File: src/rtl/hit_arbiter_ctrl_if.sv
// Game-controller bus: button/collision inputs and life-counter/LED outputs.
interface hit_arbiter_ctrl_if #(
    parameter int NUM_SRC = 4
);
    logic               start;
    logic [NUM_SRC-1:0] hit_req;
    logic               hit_out;
    logic [2:0]         hit_src;
    logic [1:0]         lives;
    logic               restart;
    logic               playing;
    logic               grace_active;
    logic               blink;
    logic               game_over;

    // Stimulus side: drives button and collision levels, observes status.
    modport master (
        output start, hit_req,
        input  hit_out, hit_src, lives, restart, playing, grace_active, blink, game_over
    );

    // Controller side.
    modport slave (
        input  start, hit_req,
        output hit_out, hit_src, lives, restart, playing, grace_active, blink, game_over
    );
endinterface

File: src/rtl/hit_arbiter_ctrl.sv
// Hit arbiter and game sequencer: round-robin grant of collision rises,
// one-cycle hit pulses, invincibility window with LED blink, game-over and
// restart sequencing for the downstream life counter.
module hit_arbiter_ctrl #(
    parameter int NUM_SRC      = 4,
    parameter int LIVES        = 3,
    parameter int GRACE_CYCLES = 50000000,
    parameter int BLINK_DIV    = 6250000
) (
    input logic              clk,
    input logic              rst,
    hit_arbiter_ctrl_if.slave bus
);
    localparam int IW = (NUM_SRC > 1) ? $clog2(NUM_SRC) : 1;
    localparam int GW = $clog2(GRACE_CYCLES);
    localparam int BW = (BLINK_DIV > 1) ? $clog2(BLINK_DIV) : 1;

    typedef enum logic [1:0] {S_IDLE, S_PLAY, S_GRACE, S_OVER} state_t;

    state_t             state, state_nxt;
    logic               start_q;
    logic [NUM_SRC-1:0] hit_q;
    logic [IW-1:0]      rr_ptr, rr_nxt;
    logic [GW-1:0]      grace_cnt, grace_nxt;
    logic [BW-1:0]      blink_cnt, blink_cnt_nxt;
    logic               blink, blink_nxt;
    logic               hit_out, hit_out_nxt;
    logic [2:0]         hit_src, hit_src_nxt;
    logic [1:0]         lives, lives_nxt;
    logic               restart, restart_nxt;

    logic               start_rise;
    logic [NUM_SRC-1:0] hit_rise;
    logic               grant_vld;
    logic [IW-1:0]      grant_idx;

    assign start_rise = bus.start & ~start_q;
    assign hit_rise   = bus.hit_req & ~hit_q;

    // Round-robin search: first rising source at or above rr_ptr, wrapping.
    always_comb begin
        grant_vld = 1'b0;
        grant_idx = '0;
        for (int k = 0; k < NUM_SRC; k++) begin
            if (!grant_vld && hit_rise[(int'(rr_ptr) + k) % NUM_SRC]) begin
                grant_vld = 1'b1;
                grant_idx = IW'((int'(rr_ptr) + k) % NUM_SRC);
            end
        end
    end

    // Next-state and next-output logic; every register holds unless a state acts on it.
    always_comb begin
        state_nxt     = state;
        rr_nxt        = rr_ptr;
        grace_nxt     = grace_cnt;
        blink_cnt_nxt = blink_cnt;
        blink_nxt     = blink;
        lives_nxt     = lives;
        hit_src_nxt   = hit_src;
        hit_out_nxt   = 1'b0;
        restart_nxt   = 1'b0;
        case (state)
            S_IDLE, S_OVER: begin
                // start wins over any same-cycle hit; hits are never granted here
                if (start_rise) begin
                    state_nxt   = S_PLAY;
                    lives_nxt   = 2'(LIVES);
                    restart_nxt = 1'b1;
                    blink_nxt   = 1'b0;
                end
            end
            S_PLAY: begin
                if (grant_vld) begin
                    hit_out_nxt = 1'b1;
                    hit_src_nxt = 3'(grant_idx);
                    lives_nxt   = lives - 2'd1;
                    rr_nxt      = (grant_idx == IW'(NUM_SRC - 1)) ? '0 : grant_idx + IW'(1);
                    if (lives == 2'd1) begin
                        state_nxt = S_OVER;
                    end else begin
                        state_nxt     = S_GRACE;
                        grace_nxt     = GW'(GRACE_CYCLES - 1);
                        blink_nxt     = 1'b1;
                        blink_cnt_nxt = BW'(BLINK_DIV - 1);
                    end
                end
            end
            S_GRACE: begin
                // rises during grace are discarded; hit_q still tracks so held levels don't retrigger
                if (grace_cnt == '0) begin
                    state_nxt = S_PLAY;
                    blink_nxt = 1'b0;
                end else begin
                    grace_nxt = grace_cnt - GW'(1);
                    if (blink_cnt == '0) begin
                        blink_nxt     = ~blink;
                        blink_cnt_nxt = BW'(BLINK_DIV - 1);
                    end else begin
                        blink_cnt_nxt = blink_cnt - BW'(1);
                    end
                end
            end
            default: state_nxt = S_IDLE;
        endcase
    end

    // State and datapath registers; edge-detect history updates in every state.
    always_ff @(posedge clk or negedge rst) begin
        if (!rst) begin
            state     <= S_IDLE;
            start_q   <= 1'b0;
            hit_q     <= '0;
            rr_ptr    <= '0;
            grace_cnt <= '0;
            blink_cnt <= '0;
            blink     <= 1'b0;
            hit_out   <= 1'b0;
            hit_src   <= 3'd0;
            lives     <= 2'(LIVES);
            restart   <= 1'b0;
        end else begin
            state     <= state_nxt;
            start_q   <= bus.start;
            hit_q     <= bus.hit_req;
            rr_ptr    <= rr_nxt;
            grace_cnt <= grace_nxt;
            blink_cnt <= blink_cnt_nxt;
            blink     <= blink_nxt;
            hit_out   <= hit_out_nxt;
            hit_src   <= hit_src_nxt;
            lives     <= lives_nxt;
            restart   <= restart_nxt;
        end
    end

    assign bus.hit_out      = hit_out;
    assign bus.hit_src      = hit_src;
    assign bus.lives        = lives;
    assign bus.restart      = restart;
    assign bus.blink        = blink;
    assign bus.playing      = (state == S_PLAY) || (state == S_GRACE);
    assign bus.grace_active = (state == S_GRACE);
    assign bus.game_over    = (state == S_OVER);
endmodule

File: src/flat_wrapper.sv
// flat-port wrapper written by rule: the top's interface ports become plain ports
module hit_arbiter_ctrl_flat 
#(
    parameter int NUM_SRC      = 4,
    parameter int LIVES        = 3,
    parameter int GRACE_CYCLES = 50000000,
    parameter int BLINK_DIV    = 6250000
)
  (clk, rst, bus_start, bus_hit_req, bus_hit_out, bus_hit_src, bus_lives, bus_restart, bus_playing, bus_grace_active, bus_blink, bus_game_over);
  hit_arbiter_ctrl_if #(.NUM_SRC(NUM_SRC)) bus_i ();
  input logic clk;
  input logic rst;
  input wire logic [$bits(bus_i.start)-1:0] bus_start;
  input wire logic [$bits(bus_i.hit_req)-1:0] bus_hit_req;
  output wire logic [$bits(bus_i.hit_out)-1:0] bus_hit_out;
  output wire logic [$bits(bus_i.hit_src)-1:0] bus_hit_src;
  output wire logic [$bits(bus_i.lives)-1:0] bus_lives;
  output wire logic [$bits(bus_i.restart)-1:0] bus_restart;
  output wire logic [$bits(bus_i.playing)-1:0] bus_playing;
  output wire logic [$bits(bus_i.grace_active)-1:0] bus_grace_active;
  output wire logic [$bits(bus_i.blink)-1:0] bus_blink;
  output wire logic [$bits(bus_i.game_over)-1:0] bus_game_over;
  assign bus_i.start = bus_start;
  assign bus_i.hit_req = bus_hit_req;
  assign bus_hit_out = bus_i.hit_out;
  assign bus_hit_src = bus_i.hit_src;
  assign bus_lives = bus_i.lives;
  assign bus_restart = bus_i.restart;
  assign bus_playing = bus_i.playing;
  assign bus_grace_active = bus_i.grace_active;
  assign bus_blink = bus_i.blink;
  assign bus_game_over = bus_i.game_over;
  hit_arbiter_ctrl #(.NUM_SRC(NUM_SRC), .LIVES(LIVES), .GRACE_CYCLES(GRACE_CYCLES), .BLINK_DIV(BLINK_DIV)) u_core (.clk(clk), .rst(rst), .bus(bus_i));
endmodule
File: config.mk
export PLATFORM = sky130hd
export DESIGN_NAME = hit_arbiter_ctrl_flat
export DESIGN_NICKNAME = d
export VERILOG_FILES = /design/src/rtl/hit_arbiter_ctrl_if.sv /design/src/rtl/hit_arbiter_ctrl.sv /design/src/flat_wrapper.sv
export SDC_FILE = /design/constraint.sdc
export NUM_CORES = 1
export LEC_CHECK = 0
export CORE_ASPECT_RATIO = 1.4
export CORE_MARGIN = 1
export CORE_UTILIZATION = 45
export DETAILED_ROUTE_END_ITERATION = 6
export SYNTH_ARGS = -nofsm -noshare
export SYNTH_HDL_FRONTEND = slang
export SYNTH_SLANG_ARGS = --single-unit
File: constraint.sdc
create_clock -name clk -period 3.7 [get_ports clk]
set_input_delay 0.74 -clock clk [delete_from_list [all_inputs] [get_ports clk]]
set_output_delay 0.74 -clock clk [all_outputs]
set_load 0.01 [all_outputs]
==> results_dict.tcl, run 1 <==
set metrics [dict create \
    netlist_area_sq_um 3590 \
    diodes 0 \
    vias 2740 \
    ctsHoldBuffers 0 \
    synth_edf_count 0 \
    die_h_um 108 \
    end_kind "register" \
    core_area_sq_um 7750 \
    syn-num-nets 386 \
    required_ns 3.94 \
    place.gp.congestion 0.788 \
    synth_cell_types 64 \
    maxCapViolCount 0 \
    slew_violations 0 \
    clock-root-buffer "clkbuf_8" \
    placement.io_buffers 16 \
    drt_iter0_drc 182 \
    die-area_sq_um 8350 \
    grt_first_pass_wirelength_um 12900 \
    clk_pin_slew_worst_paths_ns 0.07 \
    seq_area_frac_synth 0.453 \
    grt_start_max_net_pins 66 \
    max_freq_mhz 334 \
    worstSetupPathType "reg -> reg" \
    crit_fanout 26 \
    cts_resized 0 \
    overflow 0 \
    fin_skew_ns 0.00344 \
    period_share 0.809 \
    holdCritPathClass "reg -> reg" \
    cts_tree "yes" \
    yosys_register_bits 65 \
    syn_inst 371 \
    die_w_um 77.5 \
    tightest_slew_ns 0.833 \
    rsz0062_at_grt "no" \
    ys.flop_type "dfrtp_1" \
    synth_area_leaders "dfrtp_1, xnor2_1, nor2_1" \
    synthTopCellsByCount "dfrtp_1, nor2_1, nand2_1, xnor2_1, nor4_1" \
    ant_nets 0 \
    area_growth_pct 12.4 \
    htree_levels 3 \
    clockBufferDepth 2 \
    yosysTopAreaCell "dfrtp_1" \
    synth-warning-count 0 \
    synth_top_area_share 0.439 \
    setup_violations 0 \
    async_flop_share 1.00 \
    drive_above_1_share 0.109 \
    p_leak_nw 1.45 \
    power_mw 2.41 \
    post_drt_wl_per_cell_um 15.0 \
    ff_latch_area_sq_um 1630 \
    post-cts-setup-buffers 0 \
    setup_tns_ns 0 \
    clkSinkCount 65 \
    ir_drop_mv 0.391 \
    io_pins 18 \
    vias_per_cell 5.56 \
    status "complete, no violations" \
    drc_errors 0 \
    fin_crit_ns 2.99 \
    initial_utilization 0.464 \
    layout.nets 403 \
    clk_latency_ns 0.35 \
    nFillCells 711 \
    multi_input_area_sq_um 1820 \
    antenna_found_initial 0 \
    grt_pass1_vias 2706 \
    num_rows 38 \
    yosysMostFrequentCell "dfrtp_1" \
    track_usage 0.204 \
    hpwl_um 5020 \
    p_per_area_nw_per_um2 596 \
    worst_setup_path_start_kind "register" \
    drtPass1Iterations 6 \
    cts_buffers 9 \
    syn_avg_cell_area_sq_um 9.69 \
    crit_arrival_ns 3.24 \
    slew_headroom 0.445 \
    finalHoldViolations 0 \
    finalWirelength_um 7390 \
]
[worst paths after layout]
| kind | depth (start not counted) | slack [ns] | from | to |
|---|---|---|---|---|
| max | 7 | 0.71 | u_core.grace_cnt[0]$_DFFE_PN0P_ | u_core.blink_cnt[7]$_DFFE_PN0P_ |
| min | 1 | 0.51 | u_core.bus.hit_src[1]$_DFFE_PN0P_ | u_core.bus.hit_src[1]$_DFFE_PN0P_ |
| max reg2reg | 7 | 0.71 | u_core.grace_cnt[0]$_DFFE_PN0P_ | u_core.blink_cnt[7]$_DFFE_PN0P_ |
| min reg2reg | 1 | 0.51 | u_core.bus.hit_src[1]$_DFFE_PN0P_ | u_core.bus.hit_src[1]$_DFFE_PN0P_ |
| max in group asynchronous | 2 | 2.59 | rst | u_core.state[0]$_DFFE_PN0P_ |
| min in group asynchronous | 2 | 0.55 | rst | u_core.bus.hit_src[0]$_DFFE_PN0P_ |
[report_power, final]
part	total, mW	internal [mW]	leakage (nW)	switching (mW)
clock	0.738	0.447	0.115	0.291
sequential	0.866	0.797	0.704	0.0689
combinational	0.803	0.310	0.635	0.493
total	2.41	1.55	1.45	0.853
[cells by family after synthesis]
kind of cell / Yosys count / synth area share
simple gates: 169 / 0.247
flops: 65 / 0.453
compound gates: 63 / 0.127
xor+xnor: 37 / 0.0964
buf+inv: 26 / 0.0418
fa+ha+maj: 8 / 0.0278
mux: 2 / 0.00626
other cells: 1 / 0.00104
[placed cells by master, fill, tap and decap left out, types with 9 or more instances in the layout]
cell type,n
o21ai_0,16
nand2_1,38
clkdlybuf4s50_1,15
nor3_1,14
clkbuf_8,9
nor4_1,22
nand3_1,12
inv_1,13
xor2_1,9
nor2_1,39
dfrtp_1,63
xnor2_1,25
a21oi_1,11
[area by class of cell]
type,count,area share
flip-flops and latches,65,0.403
multi-input cells,280,0.450
well taps,100,0.0310
clock buffers,9,0.0307
repair buffers,19,0.0440
inverters,13,0.0121
clock inverters,7,0.0294
[state kept, by name, indices dropped and copies added (netlist names), named ones only]
register / count
u_core.bus.hit_src: 2
u_core.bus.restart: 1
u_core.bus.blink: 1
u_core.bus.hit_out: 1
u_core.bus.lives: 2
u_core.start_q: 1
u_core.state: 2
u_core.hit_q: 4
u_core.grace_cnt: 26
u_core.blink_cnt: 23
u_core.rr_ptr: 1
[metal layers]
layer / global-route usage / vias up / wire (um) / share of wire
met3: 0.0339 / 14 / 193 / 0.026
met1: 0.247 / 1326 / 3330 / 0.45
met4: 0.121 / 0 / 183 / 0.025
met5: 0 / - / 0 / 0
met2: 0.339 / 42 / 3680 / 0.50
li1: - / 1358 / - / -
[critical path: stages, from the launching register on]
cell	delay (ns)
dfrtp_1	0.38
inv_1	0.13
ha_1	0.15
or3b_2	0.46
or4_1	0.63
o22ai_4	0.58
nor2_1	0.27
a22o_1	0.27
[through the flow]
stage | hold WS, ns | utilization | area (sq um) | setup WS (ns) | cells
final | 0.509 | 0.521 | 4040 | 0.707 | 493
after global routing | 0.542 | 0.521 | 4040 | 0.523 | 493
after CTS | 0.514 | 0.521 | 4040 | 0.687 | 493
after detailed placement | 0.497 | 0.490 | 3800 | 0.654 | 477
after global placement | 0.491 | 0.490 | 3800 | 0.695 | 477
after floorplan | 0.444 | - | 3590 | 1.14 | 371
(Power assumes the default switching activity.)
==> inputs of run 2 (changes only) <==
- clock period: 3.7 -> 2.5 ns (I/O delays scaled with it)
==> run 2 against run 1 <==
Against the previous run: hold slack got worse by 0.35 ns; critical path depth rose by 2; critical path type unchanged; register-to-register slack got worse by 0.64 ns; via count rose by 8.8%; sequential power rose by 49%.
==> results_dict.tcl, run 2 (synthesis gave the netlist of run 1 again) <==
set metrics [dict create \
    status "complete, no violations" \
    setup_violations 0 \
    slew_violations 0 \
    crit_fanout 8 \
    vias 2982 \
    ctsHoldBuffers 0 \
    die-area_sq_um 8350 \
    crit_arrival_ns 2.68 \
    num_rows 38 \
    path_buf_inv 2 \
    comb_power_share 0.434 \
    clk_latency_ns 0.36 \
    end_kind "register" \
    worstReg2RegStart "u_core.state[0]$_DFFE_PN0P_" \
    multi_input_area_sq_um 1900 \
    crit_path_end "u_core.grace_cnt[25]$_DFFE_PN0P_" \
    hpwl_um 5920 \
    diodes 0 \
    p_clk_frac 0.248 \
    area_growth_pct 26.9 \
    ir_drop_mv 0.741 \
    cts_tree "yes" \
    finalWirelength_um 8630 \
    holdCritPathClass "in -> async" \
    required_ns 2.75 \
    clockBufferDepth 2 \
    core_area_sq_um 7750 \
    vias_per_cell 5.49 \
    layout.nets 453 \
    largest_reg_flops 26 \
    dp_slack_ns -0.171 \
    fin_crit_ns 2.43 \
    p_leak_nw 1.72 \
    sw_frac_of_total 0.348 \
    die_w_um 77.5 \
    power_mw 4.05 \
    clk_pin_slew_worst_paths_ns 0.07 \
    io_pins 18 \
    placement.io_buffers 16 \
    nFillCells 676 \
    max_freq_mhz 412 \
    slowest_delay_ns 0.48 \
    cp_top_family "simple AND/OR/NAND/NOR gates" \
    grt_pass1_vias 2953 \
    top_regs "u_core.grace_cnt (26), u_core.blink_cnt (23), u_core.hit_q (4)" \
    p_per_area_nw_per_um2 887 \
    regMostFlops "u_core.grace_cnt" \
    path_cells "inv_2, ha_2, or3b_2, or4_4, o22a_2, buf_12, nand4_1, xor2_1, nand2_1" \
    antenna_found_initial 0 \
    maxCapViolCount 0 \
    clkSinkCount 65 \
    fin_ws_ns 0.0710 \
    grt_first_pass_wirelength_um 14000 \
    drt_iter0_drc 211 \
    worst_setup_path_start_kind "register" \
    finalHoldWorstSlack_ns 0.160 \
    internal_power_mw 2.64 \
    post_drt_wl_per_cell_um 15.9 \
    worstReg2RegEnd "u_core.grace_cnt[25]$_DFFE_PN0P_" \
    final_common_cell "dfrtp_1" \
    ant_nets 0 \
    worstSetupPathType "reg -> reg" \
    cp_slowest_cell "or4_4" \
    cts_buffers 9 \
    clock-root-buffer "clkbuf_8" \
    die_h_um 108 \
    place.gp.congestion 0.858 \
    drtPass1Iterations 4 \
    rsz0062_at_grt "yes" \
    seq_power_share 0.318 \
    initial_utilization 0.464 \
    period_share 0.972 \
    drc_errors 0 \
    drive_above_1_share 0.237 \
    crit_start "u_core.state[0]$_DFFE_PN0P_" \
    r2r_slack_ns 0.07 \
    track_usage 0.222 \
    ff_latch_area_sq_um 1630 \
    fin_skew_ns 0.00533 \
    finalHoldViolations 0 \
    p_switching_mw 1.41 \
    overflow 0 \
    htree_levels 3 \
    grt_start_max_net_pins 66 \
    reg2reg_depth 9 \
    setup_tns_ns 0 \
    cp.depth 9 \
    layout_common_cells "dfrtp_1, buf_4, nor2_1, nand2_1, xnor2_1" \
]
-- run 2: cell types whose count changed in the layout (fill, tap and decap cells not counted), moves of 3 or more --
| cell | previous run | this run |
|---|---|---|
| clkbuf_8 | 9 | 14 |
| buf_12 | 0 | 3 |
| buf_4 | 3 | 46 |
| nor4_2 | 0 | 6 |
| nor4_1 | 22 | 16 |
-- run 2: worst reg2reg max path, stage by stage (launching register included) --
cell,delay [ns]
dfrtp_1,0.40
inv_2,0.07
ha_2,0.19
or3b_2,0.45
or4_4,0.48
o22a_2,0.27
buf_12,0.16
nand4_1,0.09
xor2_1,0.16
nand2_1,0.07
-- run 2: stage by stage --
step           instance area (sq um)  utilization  cells
6_report                        4560        0.589    543
5_1_grt                         4560        0.589    543
4_1_cts                         4410        0.569    538
3_5_place_dp                    4170        0.539    522
3_3_place_gp                    4170        0.539    522
2_1_floorplan                   3600            -    371
-- run 2: power by group through the flow --
stage	combinational [mW]	clock, mW	sequential (mW)
floorplan	0.886	0	1.31
global placement	1.52	0	1.29
detailed placement	1.54	0	1.30
CTS	1.55	1.02	1.28
global route	1.91	1.06	1.31
finish	1.76	1.00	1.29
-- run 2: repair_timing --
item | in CTS | in global routing
pin swaps | 1 | 4
gates cloned | 0 | 2
resized for setup | 3 | 14
endpoints found under the setup margin | 37 | 37
buffers inserted | 0 | 3
-- run 2: worst min-delay path by stage --
stage	from	to	slack [ns]	depth (start not counted)
floorplan	rst	asynchronous set/reset pin	0.20	0
global placement	u_core.bus.hit_src[1]$_DFFE_PN0P_	u_core.bus.hit_src[1]$_DFFE_PN0P_	0.49	1
detailed placement	u_core.blink_cnt[4]$_DFFE_PN0P_	u_core.blink_cnt[4]$_DFFE_PN0P_	0.50	1
CTS	rst	u_core.hit_q[0]$_DFF_PN0_	0.18	2
global route	rst	u_core.grace_cnt[7]$_DFFE_PN0P_	0.19	2
finish	rst	u_core.rr_ptr[1]$_DFFE_PN0P_	0.16	2
-- run 2: area by class of cell --
class                           count  share of cell area
Multi-Input combinational cell    280               0.417
Sequential cell                    65               0.357
Timing Repair Buffer               69               0.139
Clock buffer                       15              0.0430
Tap cell                          100              0.0274
Inverter                           13              0.0107
Clock inverter                      1             0.00658
-- run 2: routing by layer --
metal	up-vias	share of wire	track usage	routed length [um]
met5	-	0	0	0
met4	0	0.027	0.117	235
met3	18	0.028	0.0475	243
met2	46	0.52	0.387	4500
met1	1468	0.42	0.251	3650
li1	1450	-	-	-
==> inputs of run 3 (changes only) <==
- GPL_ROUTABILITY_DRIVEN: default -> 0
==> results of run 3 <==
No change in the layout: final DEF, timing and power equal those of run 2.
==> edit 1: new RTL, config.mk and constraints of run 3 <==
`GRACE_CYCLES` is set to 50000000 in 2 places; all go to 12500000.
--- a/src/rtl/hit_arbiter_ctrl.sv
+++ b/src/rtl/hit_arbiter_ctrl.sv
@@ -6,3 +6,3 @@
     parameter int LIVES        = 3,
-    parameter int GRACE_CYCLES = 50000000,
+    parameter int GRACE_CYCLES = 12500000,
     parameter int BLINK_DIV    = 6250000
--- a/src/flat_wrapper.sv
+++ b/src/flat_wrapper.sv
@@ -5,3 +5,3 @@
     parameter int LIVES        = 3,
-    parameter int GRACE_CYCLES = 50000000,
+    parameter int GRACE_CYCLES = 12500000,
     parameter int BLINK_DIV    = 6250000
Check against the original RTL: no difference found for any inputs over 4 cycles, from zero or initial values and one cycle with rst low; that may be too few to reach the edited logic, so the function may still have changed.
==> edit 1 against run 3 <==
The run now ends with setup timing left; count of clock-buffer cells in the layout is 2 lower; synthesized area fell by 5.1%; total power decreased by 9.1%; clock skew rose by 0.0058 ns; sequential cell count is 2 lower; sequential power decreased by 6%; worst setup slack worse by 0.094 ns; wire length decreased by 8.4%; cell area fell by 4.4%; largest cell class unchanged.
==> edit 1: results <==
export IMPL_setup_viol=2
export IMPL_dpl_cell_count=523
export IMPL_layout_drive_gt1_share_pct=21.25
export IMPL_routed_wirelength_um=7904
export IMPL_die_area_sq_mm=0.007937
export IMPL_n_all_buffers=75
export IMPL_cpPeakStageDelay_ns=0.55
export IMPL_whs_ns=0.4324
export IMPL_synth_nets=383
export IMPL_wire_per_inst_um=14.53
export IMPL_final_area_sq_mm=0.004362
export IMPL_seq_area_frac_synth_pct=46.29
export IMPL_worst_slack_ns=-0.02330
export IMPL_inv_count=15
export IMPL_drt_iter0_drc=184
export IMPL_grt_pass1_wl_um=13520
export IMPL_cp_arrival_ns=2.75
export IMPL_violations="setup timing"
export IMPL_fin_nets=456
export IMPL_post_dp_cell_area_sq_mm=0.004031
export IMPL_pg_clk_w=0.000997
export IMPL_multi_input_cells=278
export IMPL_outcome="complete, but fails checks"
export IMPL_final_nonclk_buf_share_pct=14.23
export IMPL_pre_cts_ws_ns=-0.1326
export IMPL_cts_sinks=63
export IMPL_place_hpwl_um=5680
export IMPL_cellLeakagePower_nw=1.700
export IMPL_clkPwrFrac_pct=27.1
export IMPL_synth_area_leaders="dfrtp_1, a21oi_1, nor2_1"
export IMPL_syn_area_per_cell_sq_um=9.243
export IMPL_ys_types=58
export IMPL_synth_common_cells="dfrtp_1, nor2_1, nand2_1"
export IMPL_grt_usage_pct=22.38
export IMPL_seq_cell_power_w=0.00121
export IMPL_hold_path_class="register to register"
export IMPL_clkCellAreaFrac_pct=5.135
==> edit 1: cell count changes in the layout (fill, tap and decap cells not counted), sizes merged, moves of 4 or more <==
cell | run 3 | this run
clkbuf | 17 | 13
nor4 | 22 | 12
o31ai | 4 | 10
nand2 | 41 | 29
xnor2 | 25 | 9
xor2 | 12 | 7
nand4b | 5 | 1
a31oi | 7 | 13
buf | 52 | 59
or4 | 5 | 10
o21ai | 16 | 22
o41ai | 2 | 6
a21oi | 11 | 28
==> edit 1: final timing paths <==
kind / start / end / depth (start not counted)
worst max-delay path: u_core.blink_cnt[19] / u_core.blink_cnt[6] / 7
worst min-delay path: u_core.start_q / u_core.bus.restart / 1
worst max register to register: u_core.blink_cnt[19] / u_core.blink_cnt[6] / 7
worst min register to register: u_core.start_q / u_core.bus.restart / 1
max in group asynchronous: rst / u_core.bus.lives[0] / 3
min in group asynchronous: rst / u_core.grace_cnt[15] / 2
==> edit 1: timing repair <==
| action | 4_1_cts | 5_1_grt |
|---|---|---|
| setup endpoints to repair | 15 | 18 |
| buffers inserted | 0 | 3 |
| gates cloned | 0 | 1 |
| hold buffers | 1 | 0 |
| gates resized for setup | 3 | 10 |
| endpoints found under the hold margin | 2 | 0 |
| pin swaps | 2 | 7 |
==> edit 1: cells by family after synthesis <==
kind of cell	synth area share [%]
compound gates	18.82
xor+xnor	4.109
fa+ha+maj	2.568
buf+inv	3.815
flops	46.29
mux	0.6603
other cells	0.1099
simple gates	23.62
==> edit 1: metal layers <==
layer  up-vias  GRT usage, %  routed length (um)  share of wire, %
li1       1498             -                   -                 -
met1      1472         26.42                3374                43
met2        39         37.95                4170                53
met3        13         5.014                 209               2.6
met4         0         9.392                 149               1.9
met5         -             0                   0                 0
==> edit 2: new RTL, config.mk and constraints of run 3 <==
Without the edit above. The 4 states of `state_t` get a one-hot encoding in 4 bits.
--- a/src/rtl/hit_arbiter_ctrl.sv
+++ b/src/rtl/hit_arbiter_ctrl.sv
@@ -17,3 +17,3 @@
 
-    typedef enum logic [1:0] {S_IDLE, S_PLAY, S_GRACE, S_OVER} state_t;
+    typedef enum logic [3:0] {S_IDLE = 4'b0001, S_PLAY = 4'b0010, S_GRACE = 4'b0100, S_OVER = 4'b1000} state_t;
 
Check against the original RTL: same outputs for any inputs over 4 cycles, from zero or initial values and one cycle with rst low; so few cycles prove little.
==> edit 2 against run 3 <==
Wire length is 11% higher; register-to-register slack better by 0.09 ns; cell area is 0.66% lower; sequential share of layout area is 1.4 points higher; synthesized area is 7.1% higher; clock skew is 0.00084 ns lower; total power is 2.4% higher; worst setup slack worse by 0.027 ns; sequential cell count is 2 higher; die area is 7.0% higher; global-route usage is 1.7 points higher; sequential power is 33% higher.
==> edit 2: results <==
export IMPL_outcome="completed"
export IMPL_clk_latency_ns=0.34
export IMPL_fin_nets=461
export IMPL_inv_count=18
export IMPL_n_fill_cell=766
export IMPL_seq_area_frac_synth_pct=43.63
export IMPL_root_buffer="clkbuf_16"
export IMPL_cts_sinks=67
export IMPL_synthAdderAreaFrac_pct=1.624
export IMPL_cp_max_fo=7
export IMPL_cellLeakagePower_nw=1.734
export IMPL_core_area_sq_mm=0.008247
export IMPL_pg_clk_w=0.00127
export IMPL_synth_compound_area_share_pct=27.00
export IMPL_cp_arrival_ns=1.96
export IMPL_final_core_util_pct=54.97
export IMPL_fin_skew_ns=0.004493
export IMPL_final_nonclk_buf_share_pct=8.832
export IMPL_drt_iter0_drc=195
export IMPL_muxShareOfSynthArea_pct=0.8122
export IMPL_total_power_w=0.004145
export IMPL_worstSetupStartpoint="u_core.state[3]"
export IMPL_ys_types=63
export IMPL_dpl_cell_count=538
export IMPL_synth_nets=432
[edit 2: cell count changes after synthesis, sizes merged, moves of 5 or more]
cell | before | now
nand4 | 2 | 7
a21oi | 11 | 19
clkbuf | 4 | 15
nand3 | 12 | 7
a31oi | 7 | 16
xor2 | 12 | 2
nor3 | 14 | 23
o21ai | 16 | 31
nand2 | 41 | 15
xnor2 | 25 | 1
a22o | 1 | 10
o22ai | 2 | 18
o32ai | 0 | 8
o21bai | 1 | 8
[edit 2: final timing paths]
kind / endpoint / slack (ns) / cells after the start
max: bus_playing / 0.04 / 3
min reg2reg: u_core.blink_cnt[22] / 0.50 / 1
min: u_core.hit_q[0] / 0.48 / 2
min in group clk: u_core.blink_cnt[22] / 0.50 / 1
max in group asynchronous: u_core.state[3] / 1.31 / 3
max reg2reg: u_core.grace_cnt[4] / 0.16 / 8
[edit 2: layer usage]
layer	GRT usage (%)	up-vias	wire (um)
met1	28.17	1720	4078
met2	40.34	67	5037
met5	0	-	0
li1	-	1666	-
met4	12.50	0	204
met3	4.344	15	237
